### config.mk
export PLATFORM = sky130hd
export DESIGN_NAME = snd_tone_gen
export DESIGN_NICKNAME = d
export VERILOG_FILES = /design/src/rtl/snd_tone_gen_pkg.sv /design/src/rtl/snd_divider.sv /design/src/rtl/snd_tone_gen.sv
export SDC_FILE = /design/constraint.sdc
export NUM_CORES = 1
export LEC_CHECK = 0
export ABC_AREA = 1
export CAP_MARGIN = 15
export CORE_ASPECT_RATIO = 0.75
export CORE_MARGIN = 2
export CORE_UTILIZATION = 60
export DETAILED_ROUTE_END_ITERATION = 8
export PLACE_DENSITY = 0.79
export SLEW_MARGIN = 20
export SYNTH_ARGS = -nofsm -noshare
export SYNTH_HDL_FRONTEND = slang
export SYNTH_SLANG_ARGS = --single-unit
### constraint.sdc
create_clock -name clk -period 2.2 [get_ports clk]
set_input_delay 0.44 -clock clk [delete_from_list [all_inputs] [get_ports clk]]
set_output_delay 0.44 -clock clk [all_outputs]
set_load 0.05 [all_outputs]
### src/rtl/snd_tone_gen_pkg.sv
// rtl/snd_tone_gen_pkg.sv - shared tone generator types; SND_SYNC_RELOAD_EN selects boundary-aligned reload
package snd_tone_gen_pkg;
   localparam int SND_COUNT_W = 26;

   typedef enum logic {
      SND_SILENT = 1'b0,
      SND_RUN    = 1'b1
   } snd_state_t;

`ifdef SND_SYNC_RELOAD_EN
   localparam bit SND_SYNC_RELOAD = 1'b1;
`else
   localparam bit SND_SYNC_RELOAD = 1'b0;
`endif
endpackage

### src/rtl/snd_divider.sv
// rtl/snd_divider.sv - half-period counter, boundary compare and square-wave toggle (reload timing from SND_SYNC_RELOAD_EN)
module snd_divider
   import snd_tone_gen_pkg::*;
#(
   parameter int COUNT_W = SND_COUNT_W
) (
   input  logic               clk,
   input  logic               rst_n,
   input  logic               clear,
   input  logic               reload_req,
   input  logic               reload_zero,
   input  logic [COUNT_W-1:0] active_max,
   output logic               reload_ack,
   output logic               snd_out
);
   logic [COUNT_W-1:0] counter_q, counter_d;
   logic               out_q, out_d;
   logic               boundary;

   always_comb begin
      boundary   = (counter_q == active_max - COUNT_W'(1));
      // Synchronous reload waits for the half-period to finish; otherwise it is taken at once.
      reload_ack = reload_req && (boundary || !SND_SYNC_RELOAD);
      counter_d  = counter_q + COUNT_W'(1);
      out_d      = out_q;
      if (clear || (reload_ack && reload_zero)) begin
         counter_d = '0;
         out_d     = 1'b0;
      end else if (reload_ack && !SND_SYNC_RELOAD) begin
         counter_d = '0;
      end else if (boundary) begin
         counter_d = '0;
         out_d     = ~out_q;
      end
   end

   always_ff @(posedge clk or negedge rst_n) begin
      if (!rst_n) begin
         counter_q <= '0;
         out_q     <= 1'b0;
      end else begin
         counter_q <= counter_d;
         out_q     <= out_d;
      end
   end

   assign snd_out = out_q;
endmodule

### src/rtl/snd_tone_gen.sv
// rtl/snd_tone_gen.sv - latched-count square-wave tone generator; SND_SYNC_RELOAD_EN selects boundary-aligned reload
module snd_tone_gen
   import snd_tone_gen_pkg::*;
#(
   parameter int COUNT_W = SND_COUNT_W
) (
   input  logic               clk,
   input  logic               rst_async,
   input  logic [COUNT_W-1:0] snd_max_count,
   input  logic               snd_latch_max_count,
   output logic               snd_out,
   output logic               snd_active,
   output logic               snd_reload_pending
);
   snd_state_t         state_q, state_d;
   logic [COUNT_W-1:0] pending_max_q, pending_max_d;
   logic               pending_valid_q, pending_valid_d;
   logic [COUNT_W-1:0] active_max_q, active_max_d;
   logic               div_clear, reload_req, reload_zero, reload_ack, consume;

   always_ff @(posedge clk or negedge rst_async) begin
      if (!rst_async) begin
         state_q         <= SND_SILENT;
         pending_max_q   <= '0;
         pending_valid_q <= 1'b0;
         active_max_q    <= '0;
      end else begin
         state_q         <= state_d;
         pending_max_q   <= pending_max_d;
         pending_valid_q <= pending_valid_d;
         active_max_q    <= active_max_d;
      end
   end

   always_comb begin
      consume = ((state_q == SND_SILENT) && pending_valid_q) || reload_ack;
      state_d = state_q;
      case (state_q)
         SND_SILENT: if (pending_valid_q && !reload_zero) state_d = SND_RUN;
         SND_RUN:    if (reload_ack && reload_zero)       state_d = SND_SILENT;
         default:    state_d = SND_SILENT;
      endcase
      // A fresh capture always wins over a consume on the same edge.
      pending_max_d   = snd_latch_max_count ? snd_max_count : pending_max_q;
      pending_valid_d = snd_latch_max_count || (pending_valid_q && !consume);
      active_max_d    = consume ? pending_max_q : active_max_q;
   end

   always_comb begin
      div_clear          = (state_q == SND_SILENT);
      reload_req         = (state_q == SND_RUN) && pending_valid_q;
      reload_zero        = (pending_max_q == '0);
      snd_active         = (state_q == SND_RUN);
      snd_reload_pending = pending_valid_q;
   end

   snd_divider #(.COUNT_W(COUNT_W)) u_divider (
      .clk         (clk),
      .rst_n       (rst_async),
      .clear       (div_clear),
      .reload_req  (reload_req),
      .reload_zero (reload_zero),
      .active_max  (active_max_q),
      .reload_ack  (reload_ack),
      .snd_out     (snd_out)
   );
endmodule
==> results.json <==
{
  "status": "complete, but fails checks",
  "violations": "setup timing",
  "area.growth.synth_to_final_pct": 19.6,
  "synth_nets": 710,
  "yosysSeqAreaShare_pct": 40.1,
  "synth_seq_cells": 81,
  "arrival_ns": 2.53,
  "core.rowCount": 28,
  "ioPinCount": 32,
  "path_clk_slew_ns": 0.08,
  "syn_avg_cell_area_um2": 7.45,
  "cts_sinks": 81,
  "start_util_pct": 63.0,
  "maxCapViolCount": 0,
  "design_area_mm2": 0.00605,
  "root_buffer": "clkbuf_8",
  "fmax_ghz": 0.440,
  "cp-start-kind": "flip-flop",
  "synth_top_cell_by_area": "dfrtp_1",
  "worst_ep_required_time_ns": 2.45,
  "routabilityCongestion": 0.928,
  "rsz0062_at_grt": "true",
  "hold_path.class": "in -> async",
  "antenna_cells": 0,
  "setup_violations": 20,
  "min_period_over_period_pct": 103,
  "antenna_found_initial": 0,
  "cts_buffers": 9,
  "p_per_area_mw_per_mm2": 587,
  "cp-end-kind": "flip-flop",
  "clock_skew_ns": 0.0133,
  "holdBufCountCts": 0,
  "dr.pass1.iters": 5,
  "stdcell_count": 845,
  "synthArstFlopShare_pct": 100,
  "drv_slew": 0,
  "synth_edf_count": 0,
  "ir_worst_vdd_mv": 0.548,
  "drive_gt1_share_pct": 20.3,
  "grt_max_degree": 82,
  "syn_inst": 679,
  "antenna_left": 0,
  "die-area_mm2": 0.00919,
  "wl_um": 12700,
  "overflow": 0,
  "place_area_mm2": 0.00556,
  "worstPathMaxFanout": 5,
  "first_global_vias": 4350,
  "fill_cells": 579,
  "die_w_um": 110,
  "ys_top_cells_by_area": "dfrtp_1, nand2_1, inv_1",
  "clk_latency_ns": 0.37,
  "io_buffers": 31,
  "ff_latch_area_mm2": 0.00203,
  "fin_crit_ns": 2.27,
  "via_per_inst": 5.51,
  "htree_levels": 3,
  "finalPower_mw": 3.55,
  "netlist.area_leader.share_pct": 40.1,
  "cts_tree": "yes",
  "tightest_slew_ns": 0.495,
  "place_worst_setup_slack_ns": -0.0637,
  "num_vias": 4653,
  "tns_ns": -1.05,
  "hold_violations": 0,
  "leakage_nw": 2.79,
  "track_usage_pct": 28.0,
  "final_nets": 766,
  "wl_per_cell_um": 15.0,
  "critPathKind": "reg -> reg",
  "drt_iter0_markers": 411,
  "die_h_um": 83.5,
  "synth_area_mm2": 0.00506,
  "worst_slack_ns": -0.0710,
  "hold_ws_ns": 0.0648,
  "dp_hpwl_um": 8970,
  "grt_pass1_wl_um": 20100,
  "cts_buffer_depth": 2,
  "synth.most_common_cell": "nand2_1",
  "synth_common_cells": "nand2_1, dfrtp_1, inv_1",
  "slew_headroom_pct": 66.9,
  "final_util_pct": 75.4,
  "core-area_mm2": 0.00802,
  "yosys_warnings": 0,
  "drcViolationCount": 0,
  "multiInputGateArea_mm2": 0.00280,
  "synth_flop_cell": "dfrtp_1",
  "synthDistinctLibCells": 38,
  "dp_cells": 813
}
[critical path, cell delays in order (launching register included)]
cell       delay [ns]
dfrtp_2          0.48
inv_2            0.11
nand2_1          0.06
nor2_1           0.18
nand2_1          0.10
nand2_1          0.08
nand2_1          0.10
inv_1            0.07
nand2_1          0.08
nor2_1           0.12
nand2_1          0.08
nor2_2           0.13
nand2_2          0.08
nor2_4           0.11
nand2_2          0.07
nand3_4          0.12
clkbuf_16        0.17
nor2_2           0.03
[cell usage in the layout (no fill, tap or decap), drive strengths merged]
cell type / n
nand2: 206
nor2: 107
dfrtp: 81
inv: 74
o21ai: 47
buf: 35
nand3: 34
clkdlybuf4s50: 29
xor2: 25
xnor2: 21
nand4: 15
clkbuf: 13
mux2: 11
nor3: 9
nor4: 7
nand3b: 6
clkinv: 4
o21bai: 3
a21boi: 2
a21oi: 2
o22ai: 2
ha: 2
and3: 1
and2: 1
or3: 1
or2: 1
clkinvlp: 1
[kinds of logic after synthesis]
group           synth area share (%)
buf+inv                         7.70
simple gates                    35.5
xor+xnor                        7.97
flops                           40.1
mux                             2.45
compound gates                  5.84
fa+ha+maj                      0.495
[routing by layer]
metal	GRT usage [%]	share of wire, %	wire length (um)
met5	0	0	0
met1	40.7	45	5680
met3	4.92	8.1	1030
met4	7.59	2.0	250
met2	42.9	45	5730
[power breakdown]
part           leakage [nW]  switching [mW]  internal [mW]
Combinational          1.69           0.510          0.360
Sequential             1.02           0.119           1.60
Clock                0.0805           0.551          0.413
Total                  2.79            1.18           2.37
[layout make-up]
cell class	count	share of cell area [%]
Tap cell	105	2.17
Inverter	75	4.66
Clock buffer	12	2.24
Clock inverter	4	0.497
Multi-Input combinational cell	503	46.2
Sequential cell	81	33.6
Timing Repair Buffer	65	10.6
[worst paths after layout]
check,startpoint,to,slack (ns),cells past startpoint
worst max-delay path,active_max_q[2],u_divider.counter_q[4],-0.07,17
worst min-delay path,rst_async,u_divider.counter_q[1],0.06,2
worst min register to register,pending_max_q[7],active_max_q[7],0.50,2
worst max register to register,active_max_q[2],u_divider.counter_q[4],-0.07,17
max in group asynchronous,rst_async,active_max_q[2],1.73,2
min in group clk,pending_max_q[7],active_max_q[7],0.50,2
[sequential cells by signal (all words and copies together) (netlist names), named ones only]
signal	cells
u_divider.counter_q	26
active_max_q	26
pending_max_q	26
u_divider.snd_out	1
snd_reload_pending	1
[repair_timing]
action	CTS	global route
resized for setup	25	26
pin swaps	3	24
gates cloned	1	1
setup endpoints to repair	25	26
buffers inserted	5	9
No activity file was read; power rests on OpenSTA's default activity.
